`config.mk`:
```
export PLATFORM = sky130hd
export DESIGN_NAME = ariphmetic_seq_ctrl
export DESIGN_NICKNAME = d
export VERILOG_FILES = /design/src/rtl/ps2_mouse_pkg.sv /design/src/rtl/isqrt_serial.sv /design/src/rtl/ariphmetic_seq_ctrl.sv
export SDC_FILE = /design/constraint.sdc
export NUM_CORES = 1
export LEC_CHECK = 0
export BUFFER_PORTS_ARGS = -buffer_cell sky130_fd_sc_hd__buf_2
export CORE_MARGIN = 2
export CORE_UTILIZATION = 40
export DETAILED_ROUTE_END_ITERATION = 8
export RECOVER_POWER = 50
export SLEW_MARGIN = 20
export SYNTH_ARGS = -nofsm -noshare
export SYNTH_HDL_FRONTEND = slang
export SYNTH_SLANG_ARGS = --single-unit
```
`constraint.sdc`:
```
create_clock -name clk -period 8.95 [get_ports clk]
set_input_delay 0.895 -clock clk [delete_from_list [all_inputs] [get_ports clk]]
set_output_delay 0.895 -clock clk [all_outputs]
set_load 0.01 [all_outputs]
```
`src/rtl/ps2_mouse_pkg.sv`:
```
// Shared types and constants for the PS/2 mouse magnitude datapath:
// controller state encoding, packet/magnitude widths and the saturating abs helper.
package ps2_mouse_pkg;

  localparam int PKT_W      = 9;
  localparam int MAG_W      = 8;
  localparam int DEF_SHIFT  = 4;
  localparam int DEF_ROOT_W = 9;

  typedef enum logic [2:0] {
    IDLE,
    ABS,
    SQX,
    SQY,
    ROOT,
    DONE
  } state_t;

  // Only -256 produces a 9-bit magnitude with the MSB set; clamp it to 255.
  function automatic logic [MAG_W-1:0] sat_mag(input logic [PKT_W-1:0] v);
    logic [PKT_W-1:0] m;
    m = v[PKT_W-1] ? -v : v;
    return m[PKT_W-1] ? '1 : m[MAG_W-1:0];
  endfunction

endpackage

```
`src/rtl/isqrt_serial.sv`:
```
// Bit-serial restoring integer square root: one result bit per clock, MSB first.
// start loads the radicand; done pulses for one cycle once root is final.
module isqrt_serial #(
  parameter int ROOT_W = 9
) (
  input  logic                clk,
  input  logic                rst_n,
  input  logic                start,
  input  logic [2*ROOT_W-1:0] radicand,
  output logic                done,
  output logic [ROOT_W-1:0]   root
);

  localparam int RAD_W = 2 * ROOT_W;
  localparam int REM_W = ROOT_W + 2;
  localparam int CNT_W = (ROOT_W > 1) ? $clog2(ROOT_W) : 1;

  logic [RAD_W-1:0]  rad_q;
  logic [REM_W-1:0]  rem_q;
  logic [REM_W-1:0]  rem_ext;
  logic [REM_W-1:0]  rem_nxt;
  logic [REM_W-1:0]  trial;
  logic [ROOT_W-1:0] root_q;
  logic [ROOT_W-1:0] root_nxt;
  logic [CNT_W-1:0]  cnt_q;
  logic              active_q;
  logic              done_q;
  logic              ge;

  // The remainder never exceeds 2*root, so ROOT_W+2 bits hold the shifted value.
  always_comb begin
    rem_ext  = (rem_q << 2) | REM_W'(rad_q[RAD_W-1 -: 2]);
    trial    = {root_q, 2'b01};
    ge       = (rem_ext >= trial);
    rem_nxt  = ge ? (rem_ext - trial) : rem_ext;
    root_nxt = {root_q[ROOT_W-2:0], ge};
  end

  always_ff @(posedge clk or negedge rst_n) begin
    if (!rst_n) begin
      rad_q    <= '0;
      rem_q    <= '0;
      root_q   <= '0;
      cnt_q    <= '0;
      active_q <= 1'b0;
      done_q   <= 1'b0;
    end else begin
      done_q <= 1'b0;
      if (start) begin
        rad_q    <= radicand;
        rem_q    <= '0;
        root_q   <= '0;
        cnt_q    <= CNT_W'(ROOT_W - 1);
        active_q <= 1'b1;
      end else if (active_q) begin
        rad_q  <= rad_q << 2;
        rem_q  <= rem_nxt;
        root_q <= root_nxt;
        cnt_q  <= cnt_q - CNT_W'(1);
        if (cnt_q == '0) begin
          active_q <= 1'b0;
          done_q   <= 1'b1;
        end
      end
    end
  end

  assign done = done_q;
  assign root = root_q;

endmodule

```
`src/rtl/ariphmetic_seq_ctrl.sv`:
```
// PS/2 movement packet -> floor(sqrt(dx^2 + dy^2)) with one shared squarer and a serial root.
// Optional macro OVF_SATURATE_EN forces an axis magnitude to 255 when its overflow flag is set.
module ariphmetic_seq_ctrl
  import ps2_mouse_pkg::*;
#(
  parameter int SHIFT  = DEF_SHIFT,
  parameter int ROOT_W = DEF_ROOT_W
) (
  input  logic              clk,
  input  logic              rst_n,
  input  logic              in_valid,
  output logic              in_ready,
  input  logic [PKT_W-1:0]  x_axis,
  input  logic [PKT_W-1:0]  y_axis,
  input  logic              x_ovf,
  input  logic              y_ovf,
  output logic              out_valid,
  input  logic              out_ready,
  output logic [ROOT_W-1:0] z_axis,
  output logic              busy
);

  localparam int RAD_W = 2 * ROOT_W;

  state_t             state_q;
  state_t             state_n;
  logic [PKT_W-1:0]   x_q;
  logic [PKT_W-1:0]   y_q;
  logic [MAG_W-1:0]   mx;
  logic [MAG_W-1:0]   my;
  logic [MAG_W-1:0]   dx_q;
  logic [MAG_W-1:0]   dy_q;
  logic [MAG_W-1:0]   mul_a;
  logic [2*MAG_W-1:0] prod;
  logic [RAD_W-1:0]   acc_q;
  logic [RAD_W-1:0]   radicand;
  logic               root_start;
  logic               root_done;
  logic [ROOT_W-1:0]  root;
  logic [ROOT_W-1:0]  z_q;
  logic               out_valid_q;

`ifdef OVF_SATURATE_EN
  logic x_ovf_q;
  logic y_ovf_q;

  always_ff @(posedge clk or negedge rst_n) begin
    if (!rst_n) begin
      x_ovf_q <= 1'b0;
      y_ovf_q <= 1'b0;
    end else if (state_q == IDLE && in_valid) begin
      x_ovf_q <= x_ovf;
      y_ovf_q <= y_ovf;
    end
  end

  assign mx = x_ovf_q ? '1 : sat_mag(x_q);
  assign my = y_ovf_q ? '1 : sat_mag(y_q);
`else
  logic unused_ovf;
  assign unused_ovf = x_ovf ^ y_ovf;
  assign mx = sat_mag(x_q);
  assign my = sat_mag(y_q);
`endif

  // One squarer serves both axes; the root engine is loaded with the final sum in SQY.
  assign mul_a      = (state_q == SQY) ? dy_q : dx_q;
  assign prod       = mul_a * mul_a;
  assign radicand   = acc_q + RAD_W'(prod);
  assign root_start = (state_q == SQY);

  isqrt_serial #(.ROOT_W(ROOT_W)) u_isqrt (
    .clk      (clk),
    .rst_n    (rst_n),
    .start    (root_start),
    .radicand (radicand),
    .done     (root_done),
    .root     (root)
  );

  always_comb begin
    state_n = state_q;
    unique case (state_q)
      IDLE:    if (in_valid) state_n = ABS;
      ABS:     state_n = SQX;
      SQX:     state_n = SQY;
      SQY:     state_n = ROOT;
      ROOT:    if (root_done) state_n = DONE;
      DONE:    if (out_ready) state_n = IDLE;
      default: state_n = IDLE;
    endcase
  end

  // out_valid is a flop so a reset or state change can never glitch it.
  always_ff @(posedge clk or negedge rst_n) begin
    if (!rst_n) begin
      state_q     <= IDLE;
      x_q         <= '0;
      y_q         <= '0;
      dx_q        <= '0;
      dy_q        <= '0;
      acc_q       <= '0;
      z_q         <= '0;
      out_valid_q <= 1'b0;
    end else begin
      state_q     <= state_n;
      out_valid_q <= (state_n == DONE);
      unique case (state_q)
        IDLE: if (in_valid) begin
          x_q <= x_axis;
          y_q <= y_axis;
        end
        ABS: begin
          dx_q <= mx >> SHIFT;
          dy_q <= my >> SHIFT;
        end
        SQX:  acc_q <= RAD_W'(prod);
        SQY:  acc_q <= radicand;
        ROOT: if (root_done) z_q <= root;
        default: ;
      endcase
    end
  end

  assign in_ready  = (state_q == IDLE);
  assign busy      = (state_q != IDLE);
  assign out_valid = out_valid_q;
  assign z_axis    = z_q;

endmodule
```
==> flow_summary.json, run 1 <==
{
  "status": "complete, but fails checks",
  "violations": "max-capacitance violations, max-slew violations",
  "post_drt_wl_per_cell_um": 14.4,
  "drv_cap": 2,
  "antenna_found_initial": 0,
  "syn_inst": 570,
  "place.port_buffers": 33,
  "startpoint": "rst_n",
  "grtUsageTotal_pct": 16.5,
  "startpoint_type": "input pin",
  "h-tree-depth": 3,
  "crit_family": "buffers and inverters",
  "finalPower_mw": 2.29,
  "r2r_start": "state_q[0]",
  "cts_resized": 0,
  "syn_to_final_growth_pct": 10.6,
  "die_h_um": 121,
  "async_flop_share_pct": 100,
  "ys_types": 60,
  "cts_tree": "yes",
  "synthTopCellsByArea": "dfrtp_1 (45%), mux2_2 (5.9%), mux2i_1 (5.3%), ha_1 (5.2%), nand2_1 (4.5%)",
  "synth_most_common_cell": "dfrtp_1",
  "clock-root-buffer": "clkbuf_16",
  "crit_chain": "clkbuf_1 > clkbuf_1",
  "cpPeakStageDelay_ns": 2.36,
  "overflow": 0,
  "crit_slowest_cell": "clkbuf_1",
  "die_w_um": 121,
  "r2r-end": "u_isqrt.rad_q[12]",
  "gp_congestion": 0.858,
  "worst_pin_slew_ns": 3.20,
  "rsz0062_at_grt": "no",
  "fin_hold_ws_ns": 0.487,
  "avgSynthCellArea_um2": 9.68,
  "cts_setup_buffers": 0,
  "hold_path_class": "reg2reg",
  "cts_hold_buffers": 0,
  "worstPathRequired_ns": 8.45,
  "nets": 639,
  "viasPerCell": 5.35,
  "hold_viol_final": 0,
  "placed_area_um2": 5840,
  "syn_nets": 618,
  "ys_ff_latch": 99,
  "grt_pass1_vias": 4152,
  "synth_largest_area_cell": "dfrtp_1",
  "drt_iter0_drc": 224,
  "period_share_pct": 59.5,
  "fillers": 1285,
  "vdd_drop_max_mv": 0.150,
  "cts-buffers-inserted": 9,
  "reg2regPathDepth": 15,
  "finalWorstSetupSlack_ns": 3.63,
  "crit_type": "in2async",
  "pre_cts_ws_ns": 3.74,
  "critPathArrivalTime_ns": 4.82,
  "end_kind": "async pin",
  "instances_no_fill": 772,
  "synth_edf_count": 0,
  "clk_pin_slew_ns": 0.07,
  "fin_util_pct": 45.7,
  "vias": 4134,
  "whs_path_depth": 2,
  "totalWireLength_um": 11100,
  "antenna_cells": 0,
  "grt_pass1_wl_um": 19100,
  "drt.antenna.violating_nets": 0,
  "fmax_mhz": 188,
  "clock_path_buffers": 2,
  "rows": 42,
  "power_density_nw_per_um2": 375,
  "cpMostUsedCell": "clkbuf_1",
  "fp.coreArea_um2": 13300,
  "slew_headroom_pct": -114,
  "cp_max_fo": 58,
  "multi_input_comb_area_um2": 2860,
  "synth_warnings": 0,
  "seqCellArea_um2": 2480,
  "synthFlopType": "dfrtp_1",
  "hold_path.startpoint": "acc_q[2]",
  "finalSetupViolations": 0,
  "grt_max_degree": 59,
  "period_minus_slack_ns": 5.32,
  "cts.sinks": 99,
  "drive_gt1_share_pct": 14.1,
  "ios": 36,
  "hpwl_um": 7610,
  "cp.depth": 2,
  "critPathBufInv": 2,
  "clock_latency_ns": 0.35,
  "first_pass_iters": 5,
  "p_leak_nw": 2.82,
  "tns_ns": 0,
  "final_area_um2": 6100,
  "worstHoldEndpoint": "acc_q[2]",
  "synth_top_area_share_pct": 44.9,
  "drc_errors": 0,
  "start_util_pct": 41.3,
  "syn_area_um2": 5520,
  "skew_ns": 0.0115,
  "yosysSeqAreaShare_pct": 44.9,
  "dp_cells": 756,
  "reg2reg_slack_ns": 3.78,
  "dieArea_um2": 14700,
  "drv_slew": 102,
  "synthTopCellsByCount": "dfrtp_1 (99), nand2_1 (66), nor2_1 (48), o21ai_0 (48), a21oi_1 (35)"
}
[worst max path at each step]
stage                             end  slack (ns)
detailed placement  u_isqrt.rad_q[12]        3.74
finish               u_isqrt.active_q        3.63
global route         u_isqrt.active_q        2.49
CTS                 u_isqrt.rad_q[12]        3.74
global placement    u_isqrt.rad_q[12]        3.77
floorplan           u_isqrt.rad_q[12]        5.04
[metal layers]
layer | share of wire (%) | up-vias | global-route usage [%]
met4 | 1.2 | 0 | 4.81
met5 | 0 | - | 0
li1 | - | 2040 | -
met1 | 46 | 2024 | 20.3
met2 | 50 | 59 | 28.0
met3 | 3.1 | 11 | 4.65
[worst register-to-register path: cells and delay by family, from the launching register on]
family | cells | cell delay [ns]
simple gates | 6 | 2.49
compound gates | 5 | 0.77
flops | 1 | 0.76
fa+ha+maj | 2 | 0.73
xor+xnor | 2 | 0.29
[power by group]
| part | switching [mW] | internal [mW] | leakage (nW) |
|---|---|---|---|
| Combinational | 0.627 | 0.504 | 1.42 |
| Sequential | 0.163 | 0.628 | 1.26 |
| Clock | 0.172 | 0.196 | 0.139 |
[layout by cell type, fill, tap and decap left out, types with 12 or more instances in the layout]
cell	n
dfrtp_1	98
nand2_1	66
o21ai_0	48
nor2_1	47
a21oi_1	35
mux2_2	29
mux2i_1	29
ha_1	23
inv_1	22
buf_2	22
xnor2_1	17
clkbuf_1	12
[cell families (layout without fill, tap and decap cells)]
logic type / count (synthesis) / after routing / synth area share, %
buf+inv: 49 / 75 / 3.47
xor+xnor: 28 / 28 / 4.45
compound gates: 139 / 139 / 15.8
fa+ha+maj: 24 / 24 / 5.58
mux: 58 / 58 / 11.2
simple gates: 173 / 173 / 14.6
flops: 99 / 99 / 44.9
[area by class of cell]
cell class,instances,share of cell area [%]
Multi-Input combinational cell,422,46.9
Sequential cell,99,40.6
Clock buffer,10,3.92
Tap cell,176,3.61
Timing Repair Buffer,37,2.91
Inverter,22,1.35
Clock inverter,6,0.657
[state kept, by name (all words and copies together) (netlist names)]
signal and cells:
u_isqrt.active_q 1, out_valid 1, acc_q 18, dx_q 4
z_axis 9, y_q 9, dy_q 4, u_isqrt.rad_q 18
u_isqrt.rem_q 9, x_q 9, state_q 3, u_isqrt.cnt_q 4
u_isqrt.root 9, u_isqrt.done 1
No activity file was read; power rests on OpenSTA's default activity.
==> run 2: changes to the inputs <==
--- a/config.mk
+++ b/config.mk
@@ -5,6 +5,7 @@
 export SDC_FILE = /design/constraint.sdc
 export NUM_CORES = 1
 export LEC_CHECK = 0
+export ABC_AREA = 1
 export BUFFER_PORTS_ARGS = -buffer_cell sky130_fd_sc_hd__buf_2
 export CORE_MARGIN = 2
 export CORE_UTILIZATION = 40
==> constraint.sdc (replaced) <==
create_clock -name clk -period 5.4 [get_ports clk]
set_input_delay 0.54 -clock clk [delete_from_list [all_inputs] [get_ports clk]]
set_output_delay 0.54 -clock clk [all_outputs]
set_load 0.01 [all_outputs]
==> run 2 against run 1 <==
Compared with the run above:
- global-route usage up 1.4 points
- final cell count is 21% higher
- design area increased by 1.3%
- the flow still finishes with violations (max-capacitance violations, max-slew violations)
- sequential power is 57% higher
- synthesized cell count up 26%
- clock skew decreased by 0.0039 ns
- sequential share of layout area shrank 0.55 points
- worst hold slack got worse by 0.13 ns
- clock power up 80%
- worst setup slack worse by 2.3 ns
- power grew 98%
- flip-flop and latch count did not move
==> flow_summary.json, run 2 <==
{
  "drc_errors": 0,
  "grt_max_degree": 80,
  "cp_max_fo": 33,
  "die_w_um": 122,
  "cts_tree": "yes",
  "first_pass_iters": 5,
  "clock-root-buffer": "clkbuf_16",
  "drive_gt1_share_pct": 9.43,
  "cts_resized": 0,
  "totalWireLength_um": 12200,
  "hpwl_um": 8700,
  "gp_congestion": 0.887,
  "syn_inst": 718,
  "ys_ff_latch": 99,
  "synthTopCellsByCount": "nand2_1 (190), dfrtp_1 (99), inv_1 (89), nor2_1 (72), nand3_1 (55)",
  "finalWorstSetupSlack_ns": 1.33,
  "worst_pin_slew_ns": 1.97,
  "rsz0062_at_grt": "no",
  "die_h_um": 122,
  "rows": 43,
  "drv_slew": 80,
  "ios": 36,
  "place.port_buffers": 33,
  "syn_nets": 766,
  "yosysSeqAreaShare_pct": 44.4,
  "dp_cells": 917,
  "h-tree-depth": 3,
  "hold_path_class": "in2async",
  "synthTopCellsByArea": "dfrtp_1 (44%), nand2_1 (13%), inv_1 (6.0%), ha_1 (5.2%), nand3_1 (4.9%)",
  "hold_viol_final": 0,
  "seqCellArea_um2": 2480,
  "fin_hold_ws_ns": 0.354,
  "start_util_pct": 40.5,
  "grt_pass1_vias": 4455,
  "async_flop_share_pct": 100,
  "multi_input_comb_area_um2": 2640,
  "finalPower_mw": 4.54,
  "cts_setup_buffers": 0,
  "period_share_pct": 75.4,
  "drt_iter0_drc": 313,
  "clock_latency_ns": 0.36,
  "drv_cap": 1,
  "grt_pass1_wl_um": 20900,
  "synthFlopType": "dfrtp_1",
  "pre_cts_ws_ns": 1.42,
  "fillers": 1421,
  "cts_hold_buffers": 0,
  "tns_ns": 0,
  "synth_largest_area_cell": "dfrtp_1",
  "end_kind": "flip-flop",
  "reg2reg_slack_ns": 1.33,
  "fp.coreArea_um2": 13800,
  "violations": "max-capacitance violations, max-slew violations",
  "overflow": 0,
  "power_density_nw_per_um2": 734,
  "startpoint_type": "flip-flop",
  "post_drt_wl_per_cell_um": 13.1,
  "instances_no_fill": 933,
  "slew_headroom_pct": -31.5,
  "clk_pin_slew_ns": 0.07,
  "synth_warnings": 0,
  "vias": 4668,
  "clock_path_buffers": 2,
  "p_leak_nw": 3.21,
  "ys_types": 42,
  "synth_edf_count": 0,
  "nets": 796,
  "worstPathRequired_ns": 5.63,
  "vdd_drop_max_mv": 0.288,
  "critPathArrivalTime_ns": 4.31,
  "final_common_cell": "nand2_1",
  "drt.antenna.violating_nets": 0,
  "antenna_cells": 0,
  "cts-buffers-inserted": 9,
  "finalSetupViolations": 0,
  "layout_common_cells": "nand2_1 (190), dfrtp_1 (99), inv_1 (91)",
  "synth_most_common_cell": "nand2_1",
  "biggestRegsByFlops": "acc_q: 18 flops, u_isqrt.rad_q: 18 flops",
  "synth_top_area_share_pct": 44.4,
  "grtUsageTotal_pct": 17.9,
  "viasPerCell": 5.00,
  "syn_area_um2": 5580,
  "syn_to_final_growth_pct": 10.6,
  "cts.sinks": 99,
  "antenna_found_initial": 0,
  "period_minus_slack_ns": 4.07,
  "crit_type": "reg2reg",
  "status": "complete, but fails checks",
  "fmax_mhz": 245,
  "skew_ns": 0.00768,
  "dieArea_um2": 14900,
  "avgSynthCellArea_um2": 7.78
}
## run 2: changes by cell type in the layout (fill, tap and decap cells not counted), moves of 9 or more
cell,previous run,this run
inv_1,22,91
nor2_1,47,72
nand3_1,8,55
nand2_1,66,190
mux2_2,29,4
mux2i_1,29,0
clkbuf_1,12,3
a211oi_1,10,0
xnor2_1,17,4
## run 2: layout make-up
type,count,area share (%)
Timing Repair Buffer,35,2.81
Clock buffer,10,3.87
Multi-Input combinational cell,508,42.7
Tap cell,180,3.65
Inverter,95,5.81
Clock inverter,6,1.05
Sequential cell,99,40.1
## run 2: final timing paths
| path | from | to | depth (start not counted) |
|---|---|---|---|
| hold reg to reg | u_isqrt.cnt_q[3] | u_isqrt.done | 1 |
| setup / recovery | state_q[2] | acc_q[12] | 20 |
| min in group clk | x_axis[7] | x_q[7] | 2 |
| hold / removal | rst_n | y_q[5] | 1 |
| setup reg to reg | state_q[2] | acc_q[12] | 20 |
| max in group asynchronous | rst_n | acc_q[12] | 2 |
## run 2: layer usage
| layer | GRT usage, % | share of wire (%) | wire length (um) | vias to the layer above |
|---|---|---|---|---|
| met2 | 29.1 | 46 | 5610 | 70 |
| met4 | 5.03 | 1.3 | 165 | 0 |
| met3 | 4.78 | 3.5 | 432 | 13 |
| met1 | 23.6 | 49 | 6020 | 2200 |
| met5 | 0 | 0 | 0 | - |
| li1 | - | - | - | 2385 |
## run 2: cell families (layout without fill, tap and decap cells)
logic type / count (synthesis) / after routing / share of synthesized area (%)
DFF: 99 / 99 / 44.4
xor gates and xnor gates: 13 / 13 / 2.17
and+or+nand+nor: 358 / 358 / 27.8
muxes: 4 / 4 / 0.807
adders and majority gates: 24 / 24 / 5.51
buffers and inverters: 111 / 146 / 8.38
AOI/OAI and AO/OA: 109 / 109 / 11.0
## run 2: power breakdown
group / total (mW) / switching, mW / leakage, nW / internal [mW]
Clock: 0.661 / 0.320 / 0.151 / 0.341
Combinational: 2.64 / 1.69 / 1.83 / 0.950
Sequential: 1.24 / 0.188 / 1.23 / 1.05
Total: 4.54 / 2.20 / 3.21 / 2.34
## run 2: worst max-delay path: stages, from the launching register on
cell and delay, ns:
dfrtp_1 0.42, inv_1 0.18, nand3_4 0.37, nand2_1 0.24, o21ai_4 0.10, nor2_1 0.14, inv_1 0.07, nor2_1 0.14
inv_1 0.08, fa_1 0.46, o21ai_0 0.33, xnor2_2 0.14, ha_1 0.37, nand2_1 0.12, nor2_1 0.11, nand3_1 0.12
nand2_1 0.17, nand2_1 0.08, xor2_1 0.14, nand2_1 0.07, o21ai_0 0.09
## run 2: through the flow
step	util, %	cell area, um^2
global route	44.9	6180
floorplan	-	5580
global placement	42.7	5880
finish	44.9	6180
CTS	44.9	6190
detailed placement	42.7	5880
